--- src/rtl/bus_arbiter_pkg.sv ---
// Shared types for the round-robin bus arbiter slice.
package bus_arbiter_pkg;

  typedef enum logic {
    ARB_IDLE,
    ARB_GRANT
  } arb_state_t;

endpackage

--- src/rtl/rr_select.sv ---
// Round-robin winner search: first asserted request at or after ptr, wrapping.
module rr_select #(
  parameter int N     = 4,
  parameter int IDX_W = (N > 1) ? $clog2(N) : 1
) (
  input  logic [N-1:0]     req,
  input  logic [IDX_W-1:0] ptr,
  output logic [IDX_W-1:0] winner,
  output logic             found
);

  int idx;

  // Walk N slots from ptr; the first hit is kept, later hits are ignored.
  always_comb begin
    winner = '0;
    found  = 1'b0;
    idx    = 0;
    for (int k = 0; k < N; k++) begin
      idx = int'(ptr) + k;
      if (idx >= N) idx = idx - N;
      if (!found && req[idx]) begin
        found  = 1'b1;
        winner = IDX_W'(idx);
      end
    end
  end

endmodule

--- src/rtl/bus_arbiter.sv ---
// Round-robin arbiter for the shared data bus feeding a bus-loaded register,
// with lock-extended grants bounded by MAX_HOLD cycles.
module bus_arbiter
  import bus_arbiter_pkg::*;
#(
  parameter int REQ_COUNT = 4,
  parameter int WIDTH     = 8,
  parameter int MAX_HOLD  = 8,
  parameter int IDX_W     = (REQ_COUNT > 1) ? $clog2(REQ_COUNT) : 1,
  parameter int HOLD_W    = (MAX_HOLD > 1) ? $clog2(MAX_HOLD) : 1
) (
  input  logic                       clk,
  input  logic                       nrst,
  input  logic [REQ_COUNT-1:0]       req,
  input  logic [REQ_COUNT-1:0]       lock,
  input  logic [WIDTH*REQ_COUNT-1:0] req_data,
  output logic [REQ_COUNT-1:0]       grant,
  output logic [IDX_W-1:0]           grant_idx,
  output logic                       busy,
  output logic [WIDTH-1:0]           bus_data,
  output logic                       bus_load,
  output logic                       timeout
);

  localparam logic [HOLD_W-1:0] HOLD_LAST = HOLD_W'(MAX_HOLD - 1);
  localparam logic [IDX_W-1:0]  IDX_LAST  = IDX_W'(REQ_COUNT - 1);

  arb_state_t           state;
  logic [IDX_W-1:0]     ptr;
  logic [IDX_W-1:0]     next_ptr;
  logic [IDX_W-1:0]     sel_ptr;
  logic [IDX_W-1:0]     winner;
  logic                 found;
  logic                 locked;
  logic                 extend;
  logic [HOLD_W-1:0]    hold_cnt;
  logic [REQ_COUNT-1:0] win_onehot;

  // A release searches from the slot after the current owner, so the
  // re-arbitration in the release cycle already sees the advanced pointer.
  assign next_ptr = (grant_idx == IDX_LAST) ? '0 : grant_idx + 1'b1;
  assign sel_ptr  = (state == ARB_GRANT) ? next_ptr : ptr;

  rr_select #(
    .N     (REQ_COUNT),
    .IDX_W (IDX_W)
  ) u_sel (
    .req    (req),
    .ptr    (sel_ptr),
    .winner (winner),
    .found  (found)
  );

  assign locked   = (state == ARB_GRANT) && req[grant_idx] && lock[grant_idx];
  assign extend   = locked && (hold_cnt < HOLD_LAST);
  assign timeout  = locked && (hold_cnt == HOLD_LAST);
  assign busy     = (state == ARB_GRANT);
  assign bus_load = |(grant & req);

  always_comb begin
    win_onehot         = '0;
    win_onehot[winner] = 1'b1;
  end

  always_comb begin
    bus_data = '0;
    if (busy) bus_data = req_data[int'(grant_idx)*WIDTH +: WIDTH];
  end

  always_ff @(posedge clk or negedge nrst) begin
    if (!nrst) begin
      state     <= ARB_IDLE;
      ptr       <= '0;
      hold_cnt  <= '0;
      grant     <= '0;
      grant_idx <= '0;
    end else begin
      case (state)
        ARB_IDLE: begin
          if (found) begin
            state     <= ARB_GRANT;
            grant     <= win_onehot;
            grant_idx <= winner;
            hold_cnt  <= '0;
          end
        end
        ARB_GRANT: begin
          if (extend) begin
            hold_cnt <= hold_cnt + 1'b1;
          end else begin
            ptr      <= next_ptr;
            hold_cnt <= '0;
            if (found) begin
              grant     <= win_onehot;
              grant_idx <= winner;
            end else begin
              state     <= ARB_IDLE;
              grant     <= '0;
              grant_idx <= '0;
            end
          end
        end
        default: begin
          state     <= ARB_IDLE;
          grant     <= '0;
          grant_idx <= '0;
          hold_cnt  <= '0;
        end
      endcase
    end
  end

endmodule

--- config.mk ---
export PLATFORM = sky130hd
export DESIGN_NAME = bus_arbiter
export DESIGN_NICKNAME = d
export VERILOG_FILES = /design/src/rtl/bus_arbiter_pkg.sv /design/src/rtl/rr_select.sv /design/src/rtl/bus_arbiter.sv
export SDC_FILE = /design/constraint.sdc
export NUM_CORES = 1
export LEC_CHECK = 0
export ABC_CLOCK_PERIOD_IN_PS = 1800
export CAP_MARGIN = 20
export CORE_UTILIZATION = 33
export CTS_CLUSTER_SIZE = 40
export DETAILED_ROUTE_END_ITERATION = 8
export GPL_ROUTABILITY_DRIVEN = 1
export HOLD_SLACK_MARGIN = 0.15
export PLACE_DENSITY_LB_ADDON = 0.2
export SYNTH_ARGS = -nofsm -noshare
export SYNTH_HDL_FRONTEND = slang
export SYNTH_HIERARCHICAL = 1
export SYNTH_SLANG_ARGS = --single-unit
--- constraint.sdc ---
create_clock -name clk -period 1.8 [get_ports clk]
set_input_delay 0.45 -clock clk [delete_from_list [all_inputs] [get_ports clk]]
set_output_delay 0.45 -clock clk [all_outputs]
set_load 0.01 [all_outputs]
# == Yosys cells after proc, flatten, opt, wreduce, memory -nomap -nowiden ==
# Index checks and enable logic that the tools add are counted.
# totals
regBits,12
inputBits,42
out_inout_bits,17
# classes
addsub,9
n_lt_le_gt_ge,12
n_eq_ne,4
shift,1
muxes,47
n_bitwise,3
n_reduce_logical,14
# op_table
operator,n
$lt A32 B4 Y1 const B,4
$mux W32,4
$ge A32 B4 Y1 const B,3
$sub A32 B4 Y32 const B,3
$shiftx A32 B6 Y8,1
$mux W2,9
$mux W1,17
$bmux W1 S2,6
$mux W4,3
$logic_and A1 B1 Y1,8
$mux W8,1
$pmux W4 S2,1
$add A2 B2 Y3 const B,2
$lt A2 B3 Y1 const B,2
$mux W3,2
$pmux W3 S2,1
$and A4 B4 Y4,1
$ne A2 B2 Y1 const B,2
$pmux W2 S2,1
$reduce_and A2 Y1,2
$reduce_or A4 Y1,1
$sub A2 B3 Y4 const B,1
$add A2 B1 Y3 const B,1
$add A3 B1 Y3 const B,1
other kinds (10),13

# == Depth between registers and ports, before layout ==
# Gate-level depths: netlist (run 1).
# logic_depth
ltp_word,25
mapped_depth,9
depth_no_buf,9

# == By module ==
# The synthesis (run 1) kept the hierarchy.
# modules_own_cells
mod,instances,cells_per_inst,area_per_inst_um2,seq_area_each_um2
bus_arbiter,1,76,863.3,300.3
rr_select,1,15,77.6,0.0

# == Worst setup path after synthesis (run 1) ==
# OpenSTA, ideal clock, no wires.
# synth_timing
kind,flip-flop to flip-flop
startpoint,register grant_idx[0]
endpoint,register grant[1]
setup_time_ps,121
t_arrival_ps,1895
t_required_ps,1679
setup_slack_ps,-216
path_stages_with_launch,10
n_path_buf,1
synth_period_minus_slack_ps,2016
cell_sequence,dfrtp_1 -> buf_2 -> nor2_1 -> mux2_2 -> inv_2 -> o21ai_0 -> a21oi_1 -> inv_1 -> and3_1 -> a22o_1
# synth_between
elab_chain_cells,25
word_cells_on_any_way,64
# synth_rtl
element,line,text
start: declaration,bus_arbiter.sv:18,"output logic [IDX_W-1:0] grant_idx,"
start signal: assignment,bus_arbiter.sv:83,grant_idx <= winner;
start signal: assignment,bus_arbiter.sv:95,grant_idx <= winner;
$add A2 B1 Y2 or $eq A2 B2 Y1 (tied branches),bus_arbiter.sv:41,assign next_ptr = (grant_idx == IDX_LAST) ? '0 : grant_idx + 1'b1;
$mux W2 (*),bus_arbiter.sv:41,
$mux W2 (*),bus_arbiter.sv:42,assign sel_ptr = (state == ARB_GRANT) ? next_ptr : ptr;
via sel_ptr[0],bus_arbiter.sv:31,logic [IDX_W-1:0] sel_ptr;
"parallel branches: the longest is 14 deep, another holds $sub A32 B4 Y32",n/a,
$mux W2 (*),rr_select.sv:22,if (!found && req[idx]) begin
via winner[1],bus_arbiter.sv:32,logic [IDX_W-1:0] winner;
$lt A2 B3 Y1 (not written as such) or $ge A2 B1 Y1 (tied branches),bus_arbiter.sv:62,win_onehot[winner] = 1'b1;
$logic_and A1 B1 Y1 (not written as such),bus_arbiter.sv:62,
$mux W1 (not written as such),bus_arbiter.sv:62,
$demux W1 S2 (*),bus_arbiter.sv:62,
$mux W4,bus_arbiter.sv:93,if (found) begin
$mux W4,bus_arbiter.sv:88,if (extend) begin
$pmux W4 S2 (*),bus_arbiter.sv:78,case (state)
end signal: assignment,bus_arbiter.sv:82,grant <= win_onehot;
end signal: assignment,bus_arbiter.sv:94,grant <= win_onehot;
end: declaration,bus_arbiter.sv:17,"output logic [REQ_COUNT-1:0] grant,"
# Mark *: on every way through the listed nets, which the timed path passes. The select of a mux whose other input is x is not followed.
# A chain may end at the register's enable or synchronous reset.

# == Worst setup path after layout (run 1) ==
# layout_timing
startpoint,register grant_idx[0]
endpoint,register grant[1]
# layout_between
elab_chain_cells,25
word_cells_on_any_way,64
# layout_rtl
element,line,text
$add A2 B1 Y2 or $eq A2 B2 Y1 (tied branches),bus_arbiter.sv:41,
$mux W2 (*),bus_arbiter.sv:41,
via next_ptr[1],bus_arbiter.sv:30,logic [IDX_W-1:0] next_ptr;
$mux W2 (*),bus_arbiter.sv:42,
via sel_ptr[1],bus_arbiter.sv:31,
"parallel branches: the longest is 14 deep, another holds $sub A32 B4 Y32",n/a,
$mux W2 (*),rr_select.sv:22,
via winner[1],bus_arbiter.sv:32,
$lt A2 B3 Y1 (not written as such) or $ge A2 B1 Y1 (tied branches),bus_arbiter.sv:62,
$logic_and A1 B1 Y1 (not written as such),bus_arbiter.sv:62,
$mux W1 (not written as such),bus_arbiter.sv:62,
$demux W1 S2 (*),bus_arbiter.sv:62,
$mux W4,bus_arbiter.sv:93,
$mux W4,bus_arbiter.sv:88,
$pmux W4 S2 (*),bus_arbiter.sv:78,
# Marked as above.

==> impl.org, run 1 <==
** Run status
- Result of the run :: finished with violations
- The final reports fail on setup timing.

** Synth
- Most frequently used flop master after synthesis :: sky130_fd_sc_hd__dfrtp_1
- Portion of netlist area occupied by mux cells :: 0.239
- Biggest area consumer among synthesized cells :: sky130_fd_sc_hd__dfrtp_1
- Most numerous cell types in the synthesized netlist :: sky130_fd_sc_hd__dfrtp_1, sky130_fd_sc_hd__inv_1, sky130_fd_sc_hd__and2_1, sky130_fd_sc_hd__mux4_2, sky130_fd_sc_hd__nand2_1
- Count of unique library cells instantiated by Yosys :: 29
- Adder-Cell Fraction of Synth Area :: 0.0399
- Avg Synthesized Cell Area :: 10.3 sq um
- Post-synth EDFFs :: 0
- Synthesized-area fraction occupied by xor and xnor cells :: 0
- Largest cells by area after synthesis :: sky130_fd_sc_hd__dfrtp_1, sky130_fd_sc_hd__mux4_2, sky130_fd_sc_hd__and2_1
- Share of synthesized flip-flops with an asynchronous set or reset :: 1.00
- Compound-Gate Fraction of Synth Area :: 0.188
- Of the total synthesized cell area, the portion taken by AND, OR, NAND and NOR gates is 0.160.
- By area, the combinational part of the netlist is dominated by multiplexers.
- Share of the synthesized area in the top cell type :: 0.319
- Seq/Total Area, Yosys :: 0.319
- Synthesis handed over a netlist of 91 instances.
- Yosys reg bits :: 12
- Area of the mapped netlist :: roughly 940 sq um
- The number of nets in the synthesized netlist is around 140.
- Synth warn :: 6
- Dominant cell by count in the synthesized netlist :: sky130_fd_sc_hd__dfrtp_1

** Power
- Max IR drop VDD :: about 1.4 mV
- Net Sw Frac :: 0.386
- The share of total power dissipated in sequential elements is 0.168.
- Of the total power, combinational logic draws 0.760.
- For this design the total switching power over the nets is 1.14 mW.
- Leakage Power :: about 0.88 nW
- Clock network power share :: 0.072
- Pint :: between 1.5 and 2 mW
- Power spread over the standard cell area amounts to between 1500 and 2000 nW/um^2.

** Floorplan
- The region available for standard cell placement spans approximately 2600 sq um.
- Chip Width :: approximately 55 microns
- The die covers approximately 3100 sq um.
- Die extent in y :: approximately 55 microns
- The floorplan has 18 rows.
- Starting density of the core :: 0.363
- During I/O placement, the number of pins put on the boundary was between 50 and 60.

** Timing
- Aggregate negative setup slack :: -5.23 ns
- Setup violation total in the final timing report :: 17
- The number of max-slew violations in the final report is 0.
- Highest attainable clock frequency :: 0.454 GHz
- Tightest Pin Transition :: roughly 0.53 ns
- Max-slew headroom :: 0.648
- Clock Skew :: 0.00340 ns
- Setup repair after global routing could not meet its margin everywhere.
- Final-report hold violation count :: 0
- Dividing the final minimum period by the clock period gives 1.22.
- Final critical-path required period :: roughly 2.2 ns
- Worst path setup slack after routing :: -0.403 ns

** Placement
- Routability congestion estimate :: 0.863
- Sum of net half-perimeters after detailed placement :: roughly 2.4 mm
- In this run the tool buffered the top-level ports with 58 buffer cells.
- Number of placed cells counting well taps :: 193

** Run
- Across the run, the number of max-cap violations was 0.

** Global route
- The global routing stage identified its most utilized layer as met2.
- All-layer global routing usage :: 0.243
- For met1 alone, demand over resource in global routing was 0.320.
- GR Util met2 :: 0.427
- Total global routing overflow :: 0
- Met3 GRT Util :: 0.0258
- Global-route wire length before repair :: a little under 6 mm
- Initial antenna violation count :: 0
- Vias in the first global route :: between 1000 and 1500
- Maximum number of pins on one net before global-route repair :: 13

** CTS
- Later-pin clock latency in the skew report :: approximately 0.27 ns
- CTS H-tree depth :: 1
- TritonCTS built the clock tree.
- CTS Buf Count :: 3
- The clock passes through at most 2 buffers.
- CTS Root Buffer Type :: sky130_fd_sc_hd__clkbuf_4
- Hold repair after CTS inserted 0 buffers.
- Clk pin slew, worst setup/hold paths :: approximately 0.07 ns
- Count of clock tree sinks :: 12

** Worst setup path
- Of all nets on the critical path, the largest fanout is 5.
- On the worst path, the slowest cell contributes a delay of 0.48 ns.
- Among all stages on the critical path, the largest delay is contributed by sky130_fd_sc_hd__dfrtp_4.
- The cell that appears most often on the critical path is sky130_fd_sc_hd__buf_6.
- WP data required :: roughly 2 ns
- STA classifies the critical path endpoint as a flip-flop.
- The worst register-to-register path begins at grant_idx[0]$_DFFE_PN0P_.
- Critical path data arrival time :: 2.37 ns
- Critical Path Source :: grant_idx[0]$_DFFE_PN0P_
- Category of the most critical setup path :: flip-flop to flip-flop
- The worst setup path is launched from a flip-flop.
- Cell-by-cell listing of the critical path :: buf_6 -> buf_6 -> ha_4 -> mux2_4 -> a21oi_4 -> o21ai_2 -> a21oi_2 -> inv_2 -> and3_4 -> a22o_1

** Detailed routing
- Detailed routing inserted a total of 1159 vias.
- The count of nets left with antenna violations once routing finished came out at 0.
- Number of vias per cell :: 5.47
- Total Wirelength :: between 3 and 4 mm
- The first routing iteration left 37 violations.
- DR DRC count :: 0
- The first detailed-routing pass ran for 4 iterations.
- After detailed routing, the average wire length per cell comes to about 18 microns.

** Cells and area
- Diodes inserted :: 0
- Count of nets after finishing :: 228
- In the final layout, the share of cells above drive strength 1 is 0.456.
- Compared with the post-synthesis result, the final layout area differs by 109%.
- Leaving out filler cells and counting taps, the final layout contains ~210.

** Hold path
- The path class of the tightest hold or removal check is input pin to async pin.
power groups by stage:
stage	Sequential (mW)	Clock (mW)	Combinational, mW
after global placement	0.530	0	1.60
after global routing	0.510	0.237	2.40
after CTS	0.480	0.225	1.88
after floorplan	0.501	0	0.977
final	0.497	0.213	2.25
after detailed placement	0.537	0	1.65
stage by stage:
step / hold slack [ns] / setup WS (ns) / util / instance area [sq um] / power, mW
after floorplan: 0.154 / -0.0225 / - / 993 / 1.48
after global placement: 0.471 / -0.734 / 0.662 / 1710 / 2.13
after detailed placement: 0.489 / -0.739 / 0.662 / 1710 / 2.19
after CTS: 0.517 / -0.404 / 0.707 / 1830 / 2.58
after global routing: 0.565 / -0.464 / 0.760 / 1970 / 3.14
final: 0.517 / -0.403 / 0.760 / 1970 / 2.95
routing by layer:
metal  wire, microns  vias up  part of all wire
met2            1990       62              0.53
li1                -      528                 -
met5               0        -                 0
met1            1430      559              0.38
met3             280       10             0.074
met4              63        0             0.017
worst paths after layout:
kind | slack [ns] | depth (start not counted) | to
setup / recovery | -0.40 | 10 | grant[1]$_DFFE_PN0P_
max in group asynchronous | 0.89 | 1 | grant_idx[0]$_DFFE_PN0P_
hold reg to reg | 0.53 | 1 | ptr[1]$_DFFE_PN0P_
hold / removal | 0.52 | 1 | hold_cnt[2]$_DFFE_PN0P_
min in group clk | 0.53 | 1 | ptr[1]$_DFFE_PN0P_
setup reg to reg | -0.40 | 10 | grant[1]$_DFFE_PN0P_
state kept, by name, indices dropped and copies added, names as in the netlist:
signal and flops:
ptr 2, hold_cnt 3, grant_idx 2, busy 1
grant 4
repair_timing:
| item | CTS | global route |
|---|---|---|
| gates cloned | 0 | 0 |
| endpoints found under the setup margin | 21 | 22 |
| pin swaps | 14 | 11 |
| setup buffers | 10 | 5 |
| gates resized for setup | 63 | 24 |
logic make-up (layout without fill, tap and decap cells):
family,count (synthesis),count (layout)
flops,12,12
mux,12,12
buf+inv,13,104
fa+ha+maj,3,3
simple gates,28,28
compound gates,23,23
area by class of cell:
cell class / count / area, sq um
multi-input cells: 66 / 734
inverters: 10 / 37.5
well taps: 30 / 37.5
flip-flops and latches: 12 / 305
fillers: 162 / 622
clock buffers: 4 / 36.3
repair buffers: 90 / 817
layout by cell type, fill, tap and decap left out, types with 4 or more instances in the layout:
cell,instances
sky130_fd_sc_hd__a32o_1,4
sky130_fd_sc_hd__mux2_4,4
sky130_fd_sc_hd__dlygate4sd2_1,6
sky130_fd_sc_hd__buf_6,11
sky130_fd_sc_hd__inv_1,8
sky130_fd_sc_hd__clkdlybuf4s50_1,40
sky130_fd_sc_hd__nand2_1,6
sky130_fd_sc_hd__mux4_2,8
sky130_fd_sc_hd__buf_4,21
sky130_fd_sc_hd__dfrtp_1,10
sky130_fd_sc_hd__buf_2,10
sky130_fd_sc_hd__and2_1,6
worst max-delay path: cells and delay by family, from the launching register on:
kind | cells | cell delay, ns
buf+inv | 3 | 0.34
simple gates | 1 | 0.18
compound gates | 4 | 0.61
mux | 1 | 0.29
flops | 1 | 0.48
fa+ha+maj | 1 | 0.20
Power figures use the tool's default switching activity.
==> inputs of run 2 (changes only) <==
--- a/config.mk
+++ b/config.mk
@@ -13,6 +13,7 @@
 export GPL_ROUTABILITY_DRIVEN = 1
 export HOLD_SLACK_MARGIN = 0.15
 export PLACE_DENSITY_LB_ADDON = 0.2
+export SKIP_LAST_GASP = 1
 export SYNTH_ARGS = -nofsm -noshare
 export SYNTH_HDL_FRONTEND = slang
 export SYNTH_HIERARCHICAL = 1
==> run 2 against run 1 <==
Net effect:
- the flow still finishes with violations (setup timing)
- worst hold slack got worse by 0.0072 ns
- first-iteration DRC count rose by 8.1%
- worst setup slack got worse by 0.013 ns
- die area did not move
- count of clock-buffer cells in the layout did not move
- register-to-register slack barely moved
- global-route usage fell by 0.45 points
- utilization fell by 0.43 points
- sequential power barely moved
- design area fell by 0.57%
- clock skew rose by 0.0046 ns
- critical path type unchanged
- highest routed layer unchanged
==> impl.org, run 2 (synthesis gave the netlist of run 1 again) <==
** Worst setup path
- The worst setup path is captured at a flip-flop.
- The signal arrival time at the worst endpoint came to 2.38 ns (about the same).
- The kind of cell with the highest combined delay along the critical path is compound AO/OA/AOI/OAI gates.
- The largest individual stage delay along the critical path comes from the cell sky130_fd_sc_hd__dfrtp_4.
- In this run the critical register-to-register path is launched from grant_idx[0]$_DFFE_PN0P_.
- The path depth of the worst reg2reg path was 8 (-2).
- R2R Setup Slk :: -0.42 ns (about the same)
- Category of the most critical setup path :: flip-flop to flip-flop
- Buffers plus inverters on the worst setup path :: 2 (-1)
- The critical path goes through buf_6 -> buf_6 -> ha_4 -> mux2_4 -> a221o_1 -> a21oi_4 -> nor2b_2 -> a32o_1.
- The critical-path maximum fanout came to 5 (unchanged).
- CP peak stage delay :: 0.48 ns (about the same)
- Most used cell, CP :: sky130_fd_sc_hd__buf_6
- The required time at the endpoint of the critical path was 1.97 ns (about the same).
- Capturing point of the worst reg2reg path :: grant[0]$_DFFE_PN0P_
- STA classifies the critical path startpoint as a flip-flop.

** Cells and area
- The number of flip-flops in the largest register came to 4 (unchanged).
- Count of nets after finishing :: 228 (unchanged)
- Highest-count cells in the layout ignoring fill and taps :: sky130_fd_sc_hd__clkdlybuf4s50_1, sky130_fd_sc_hd__buf_4, sky130_fd_sc_hd__buf_6
- Top reg by flops :: grant
- The library cell used most frequently in the layout, excluding fill and tap cells, is sky130_fd_sc_hd__clkdlybuf4s50_1.
- Cell area after layout :: 1960 sq um (-0.57%)
- Number of non-filler instances in the completed layout :: 212 (unchanged)
- Fraction of final layout cells sized beyond drive strength 1 :: 0.451 (-0.00549)
- The antenna diode count was 0 (unchanged).
- The end-of-flow core utilization is 0.756 (-0.00435).
- Registers with the most flip-flops :: grant: 4 flops, hold_cnt: 3 flops
- Relative to the synthesized area, the layout overhead comes to 108%.

** Global route
- Maximum number of pins on one net before global-route repair :: 13 (unchanged)
- All-layer global routing usage :: 0.238 (-0.00447)
- Total global routing overflow :: 0 (unchanged)
- The number of antenna violations at the first check in global routing came to 0 (unchanged).
- The wire length of the first global-routing pass is 5.81 mm (-2.1%).
- The via count of the first global-routing pass was 1130 (-1.1%).

** CTS
- TritonCTS clock tree :: yes
- The clock latency reported for the late side of the worst-skew pair was 0.28 ns (about the same).
- The number of buffers between clock root and the deepest sink is 2 (unchanged).
- CTS Buf Count :: 3 (unchanged)
- CTS H-tree depth :: 1 (unchanged)
- Count of clock tree sinks :: 12 (unchanged)
- Clk pin slew, worst setup/hold paths :: 0.08 ns (about the same)
- Clock tree synthesis selected as its root buffer the cell sky130_fd_sc_hd__clkbuf_4.

** Power
- Max IR drop VDD :: 1.48 mV (+2.8%)
- PwrDens :: 1510 nW/um^2 (+0.35%)
- Leakage Power :: 0.873 nW (-0.48%)

** Detailed routing
- Routed WL per cell :: 18.1 microns (+1.6%)
- Met2 Wirelength :: 1.99 mm (about the same)
- The final routed wirelength across all metal layers was 3.83 mm (+1.6%).
- Number of vias per cell :: 5.40 (-1.2%)
- The met3 wire length came to 149 microns (-47%).
- After detailed routing, no signal wire sits above met4.
- Sum of routed wire segments on met1 :: 1.60 mm (+12%)
- The detailed-router iteration count before antenna repair was 4 (unchanged).
- Routed vias :: 1145 (-1.2%)
- ANT nets after route :: 0 (unchanged)
- The number of DRC markers after the initial detailed-route iteration came to 40 (+8.1%).
- DR DRC count :: 0 (unchanged)

** Floorplan
- The core region area was 2590 sq um (unchanged).
- Num rows :: 18 (unchanged)
- Chip Width :: 55.4 microns (unchanged)
- Floorplan die area :: 3070 sq um (unchanged)
- The effective utilization at floorplan was 0.363 (unchanged).
- The die height came to 55.4 microns (unchanged).
- Top-level port count :: 59 (unchanged)

** Run status
- Result of the run :: finished with violations
- The checks that failed: setup timing.

** Placement
- The total placed cells including tap cells came to 193 (unchanged).
- Area of placed instances :: 1710 sq um (unchanged)
- Number of buffers added on ports :: 58 (unchanged)
- The worst setup timing slack at the placement stage was -0.739 ns (unchanged).
- Sum of net half-perimeters after detailed placement :: 2.40 mm (unchanged)
- Routability congestion estimate :: 0.863 (unchanged)

** Timing
- The number of max-slew violations in the final report is 0 (unchanged).
- Highest attainable clock frequency :: 0.451 GHz (-0.59%)
- The final hold violation count is 0 (unchanged).
- Worst path setup slack after routing :: -0.416 ns (-0.0131 ns)
- The slew at the pin closest to its max-slew limit was 0.527 ns (+0.000880 ns).
- Max-slew headroom :: 0.648 (about the same)
- The worst hold slack after final layout came to 0.510 ns (-0.00719 ns).
- Unrepaired setup endpoints after global routing :: yes
- The worst clock skew on the final layout was 0.00805 ns (+0.00465 ns).
- Final critical-path required period :: 2.22 ns (+0.0131 ns)
- Final clock period utilization by the worst path :: 1.23 (+0.00728)
- The count of endpoints failing setup in the final report is 19 (+2).

** Hold path
- The min-delay analysis places its worst path in the category input pin to async pin.

** Run
- The total of max-cap violations came to 0 (unchanged).
## run 2: cell counts in the layout (fill, tap and decap cells not counted)
No cell type changed its count.
## run 2: through the flow
step	total power, mW	TNS, ns
global route	3.10	-6.58
floorplan	1.48	-0.0590
finish	2.95	-5.56
detailed placement	2.19	-9.66
global placement	2.13	-9.04
CTS	2.56	-4.86
## run 2: area by class of cell
cell class / instances / area [sq um]
multi-input combinational: 66 / 723
fill: 166 / 633
tap: 30 / 37.5
inverter: 10 / 37.5
clock buffer: 4 / 36.3
timing repair buffer: 90 / 817
sequential: 12 / 305
## run 2: worst max path at each step
stage	to	depth (start not counted)	slack, ns	startpoint
floorplan	grant[0]$_DFFE_PN0P_	6	-0.02	grant_idx[0]$_DFFE_PN0P_
global placement	timeout	5	-0.73	req[0]
detailed placement	timeout	5	-0.74	req[0]
CTS	grant[1]$_DFFE_PN0P_	10	-0.40	grant_idx[0]$_DFFE_PN0P_
global route	grant[0]$_DFFE_PN0P_	8	-0.45	grant_idx[0]$_DFFE_PN0P_
finish	grant[0]$_DFFE_PN0P_	8	-0.42	grant_idx[0]$_DFFE_PN0P_
## run 2: timing repair
| action | in CTS | in global routing |
|---|---|---|
| gates resized for setup | 62 | 22 |
| setup endpoints to repair | 21 | 21 |
| endpoints found under the hold margin | 0 | 0 |
| hold buffers | 0 | 0 |
| pin swaps | 14 | 13 |
| buffers inserted | 10 | 5 |
## run 2: worst reg2reg max path: cells and delay by family, from the launching register on
kind | cells | cell delay [ns]
AO/OA/AOI/OAI | 3 | 0.80
multiplexers | 1 | 0.30
flip-flops | 1 | 0.48
adder cells (fa/ha/maj) | 1 | 0.20
AND/OR/NAND/NOR | 1 | 0.07
buffers and inverters | 2 | 0.26
## run 2: power by group
| part | leakage (nW) | total, mW | switching (mW) | internal (mW) |
|---|---|---|---|---|
| sequential | 0.147 | 0.494 | 0.106 | 0.387 |
| clock | 0.0210 | 0.219 | 0.0963 | 0.123 |
| combinational | 0.705 | 2.23 | 0.938 | 1.30 |
| total | 0.873 | 2.95 | 1.14 | 1.81 |
## run 2: per-layer routing
| metal | GRT usage | up-vias |
|---|---|---|
| li1 | - | 531 |
| met1 | 0.316 | 558 |
| met2 | 0.425 | 48 |
| met3 | 0.0211 | 8 |
| met4 | 0.0429 | 0 |
| met5 | 0 | - |
==> inputs of run 3 (changes only) <==
--- a/config.mk
+++ b/config.mk
@@ -12,6 +12,7 @@
 export DETAILED_ROUTE_END_ITERATION = 8
 export GPL_ROUTABILITY_DRIVEN = 1
 export HOLD_SLACK_MARGIN = 0.15
+export MAX_ROUTING_LAYER = met4
 export PLACE_DENSITY_LB_ADDON = 0.2
 export SKIP_LAST_GASP = 1
 export SYNTH_ARGS = -nofsm -noshare
==> run 3 against run 2 <==
Net effect:
- the flow still finishes with violations (setup timing)
- worst setup slack better by 0.017 ns
- largest power group unchanged
- die area unchanged
- sequential cell count unchanged
- critical path type unchanged
- largest cell class unchanged
- non-clock buffer count unchanged
- clock skew fell by 0.0032 ns
- critical path depth is the same
==> impl.org, run 3 (synthesis gave the netlist of run 1 again) <==
** Power
- The combinational cell fraction of total power is 0.758 (about the same).
- Sequential power share :: 0.168 (about the same)
- The clock share of power came to 0.075 (about the same).
- The internal power component was 1.81 mW (about the same).
- Net Sw Frac :: 0.385 (-0.00180)
- The maximum vdd ir drop came to 1.47 mV (-0.41%).
- The power per cell area came to 1500 nW/um^2 (-0.30%).
- The total leakage power was 0.873 nW (unchanged).
- Overall Power :: 2.94 mW (-0.30%)
- Switching power summed over all nets :: 1.13 mW (-0.77%)

** Worst setup path
- Cell-by-cell listing of the critical path :: buf_6 -> buf_6 -> ha_4 -> mux2_4 -> a221o_1 -> a21oi_4 -> nor2b_2 -> a32o_1
- Startpoint of the most critical register-to-register path :: grant_idx[0]$_DFFE_PN0P_
- R2R Setup Slk :: -0.40 ns (+0.02 ns)
- Critical Path End Type :: flip-flop
- The path depth of the worst reg2reg path came to 8 (unchanged).
- The required time at the endpoint of the critical path was 1.97 ns (about the same).
- Logic depth of the worst setup path including buffers :: 8 (unchanged)
- STA classifies the critical path startpoint as a flip-flop.
- The critical-path maximum fanout came to 5 (unchanged).
- Slowest cell on the critical path :: sky130_fd_sc_hd__dfrtp_4
- Worst Setup EP :: grant[0]$_DFFE_PN0P_
- The signal arrival time at the worst endpoint was 2.37 ns (about the same).
- The longest individual stage delay on the worst path came to 0.48 ns (about the same).
- Among the stages of the critical path, the cell type that occurs most often is sky130_fd_sc_hd__buf_6.
- The number of buffers and inverters on the critical path was 2 (unchanged).
- CP delay by family, top :: compound AO/OA/AOI/OAI gates
- Category of the most critical setup path :: flip-flop to flip-flop
- Critical Path Source :: grant_idx[0]$_DFFE_PN0P_
- Capturing point of the worst reg2reg path :: grant[0]$_DFFE_PN0P_

** Timing
- Worst path setup slack after routing :: -0.399 ns (+0.0171 ns)
- The count of endpoints failing setup in the final report was 19 (unchanged).
- WHS :: 0.510 ns (+0.000385 ns)
- Unrepaired setup endpoints after global routing :: yes
- Max-slew headroom :: 0.650 (+0.00217)
- Final-report hold violation count :: 0 (unchanged)
- Tightest Pin Transition :: 0.523 ns (-0.00325 ns)
- Final clock period utilization by the worst path :: 1.22 (-0.00949)
- The worst clock skew on the final layout was 0.00481 ns (-0.00324 ns).
- The minimum clock period after layout came to 2.20 ns (-0.0171 ns).
- The final setup TNS came to -5.47 ns (+0.0823 ns).
- Highest attainable clock frequency :: 0.455 GHz (+0.78%)
- Final Slew Violations :: 0 (unchanged)

** Cells and area
- Count of nets after finishing :: 228 (unchanged)
- Fill cell instance count of the final layout :: 166 (unchanged)
- The largest registers in the layout are grant: 4 flops, hold_cnt: 3 flops.
- Top reg by flops :: grant
- The synthesis-to-finish area growth was 108% (unchanged).
- The share of layout cells above drive strength 1 is 0.451 (unchanged).
- The antenna diode count came to 0 (unchanged).
- The post-route standard cell area excluding fillers is 1960 sq um (unchanged).
- Most common cell after layout, fill and taps aside :: sky130_fd_sc_hd__clkdlybuf4s50_1
- Highest-count cells in the layout ignoring fill and taps :: sky130_fd_sc_hd__clkdlybuf4s50_1, sky130_fd_sc_hd__buf_4, sky130_fd_sc_hd__buf_6
- Flip-flop count of the largest register after layout :: 4 (unchanged)
- Area taken by flip-flops and latches :: 305 sq um (unchanged)
- The area of the multi-input gates came to 723 sq um (unchanged).

** Run status
- The checks that failed: setup timing.
- The flow ran to the end, but the final reports show violations.

** Detailed routing
- The remaining antenna violation count after routing was 0 (unchanged).
- The count of vias placed by the detailed router is 1158 (+1.1%).
- Routed WL per cell :: 17.9 microns (-1.0%)
- Total Wirelength :: 3.79 mm (-1.0%)
- The number of DRC markers after the initial detailed-route iteration came to 48 (+20%).
- First-pass iteration count of the detailed router :: 4 (unchanged)
- Number of vias per cell :: 5.46 (+1.1%)
- DR DRC count :: 0 (unchanged)

** Floorplan
- Die extent in y :: 55.4 microns (unchanged)
- The core region area came to 2590 sq um (unchanged).
- Top-level port count :: 59 (unchanged)
- The horizontal extent of the die was 55.4 microns (unchanged).
- The number of rows in the core area is 18 (unchanged).
- The effective utilization at floorplan was 0.363 (unchanged).
- Floorplan die area :: 3070 sq um (unchanged)

** Global route
- The total routing usage reported by global routing was 0.246 (+0.00732).
- Vias in the first global route :: 1128 (-0.18%)
- Global-route wire length before repair :: 5.82 mm (+0.24%)
- Total global routing overflow :: 0 (unchanged)
- The pin count of the biggest net entering global routing came to 13 (unchanged).
- The number of antenna violations at the first check in global routing is 0 (unchanged).

** Placement
- Area of placed instances :: 1710 sq um (unchanged)
- The global placement routability congestion came to 0.877 (+1.6%).
- The detailed placer's ending HPWL was 2.40 mm (unchanged).
- Number of buffers added on ports :: 58 (unchanged)
- The worst setup timing slack at the placement stage is -0.739 ns (unchanged).

** CTS
- Quantity of hold-fixing buffers added after cts :: 0 (unchanged)
- Count of clock tree sinks :: 12 (unchanged)
- The number of buffers between clock root and the deepest sink was 2 (unchanged).
- CTS Root Buffer Type :: sky130_fd_sc_hd__clkbuf_4
- Later-pin clock latency in the skew report :: 0.28 ns (about the same)
- TritonCTS built the clock tree.
- CTS H-tree depth :: 1 (unchanged)
- Clk pin slew, worst setup/hold paths :: 0.08 ns (about the same)
- CTS Buf Count :: 3 (unchanged)

** Hold path
- The min-delay analysis places its worst path in the category input pin to async pin.

** Run
- The total of max-cap violations is 0 (unchanged).
## run 3: cell counts in the layout (fill, tap and decap cells not counted)
Identical to the previous run, type by type.
## run 3: worst register-to-register path: cells and delay by family (launching register included)
kind,cells,cell delay [ns]
compound gates,3,0.78
flops,1,0.48
mux,1,0.30
buf+inv,2,0.25
fa+ha+maj,1,0.20
simple gates,1,0.07
## run 3: how the worst min path moves through the flow
stage	startpoint	cells after the start	to	slack [ns]
after floorplan	nrst	0	busy$_DFF_PN0_	0.15
after global placement	ptr[1]$_DFFE_PN0P_	1	ptr[1]$_DFFE_PN0P_	0.47
after detailed placement	ptr[0]$_DFFE_PN0P_	1	ptr[0]$_DFFE_PN0P_	0.49
after CTS	nrst	1	grant[1]$_DFFE_PN0P_	0.52
after global routing	ptr[1]$_DFFE_PN0P_	1	ptr[1]$_DFFE_PN0P_	0.55
final	nrst	1	hold_cnt[2]$_DFFE_PN0P_	0.51
## run 3: layer usage
layer / share of wire / GRT usage
met1: 0.41 / 0.317
met2: 0.52 / 0.425
met3: 0.043 / 0.0211
met4: 0.023 / 0.0429
met5: 0 / -
## run 3: cell type report
| class | count | area share |
|---|---|---|
| clock buffers | 4 | 0.0185 |
| repair buffers | 90 | 0.418 |
| flip-flops and latches | 12 | 0.156 |
| well taps | 30 | 0.0192 |
| multi-input cells | 66 | 0.370 |
| inverters | 10 | 0.0192 |
## run 3: power groups by stage
stage	combinational, mW	clock, mW	sequential, mW
final	2.23	0.219	0.493
after global routing	2.36	0.236	0.502
after CTS	1.86	0.225	0.480
after detailed placement	1.65	0	0.537
after global placement	1.60	0	0.530
after floorplan	0.977	0	0.501
## run 3: per-stage QoR
stage / cells / util
4_1_cts: 207 / 0.704
5_1_grt: 212 / 0.756
3_5_place_dp: 193 / 0.662
6_report: 212 / 0.756
2_1_floorplan: 91 / -
3_3_place_gp: 193 / 0.662
## run 3: what timing repair did
item,CTS,global route
resized for setup,62,22
pin swaps,14,13
endpoints found under the setup margin,21,21
buffers inserted,10,5
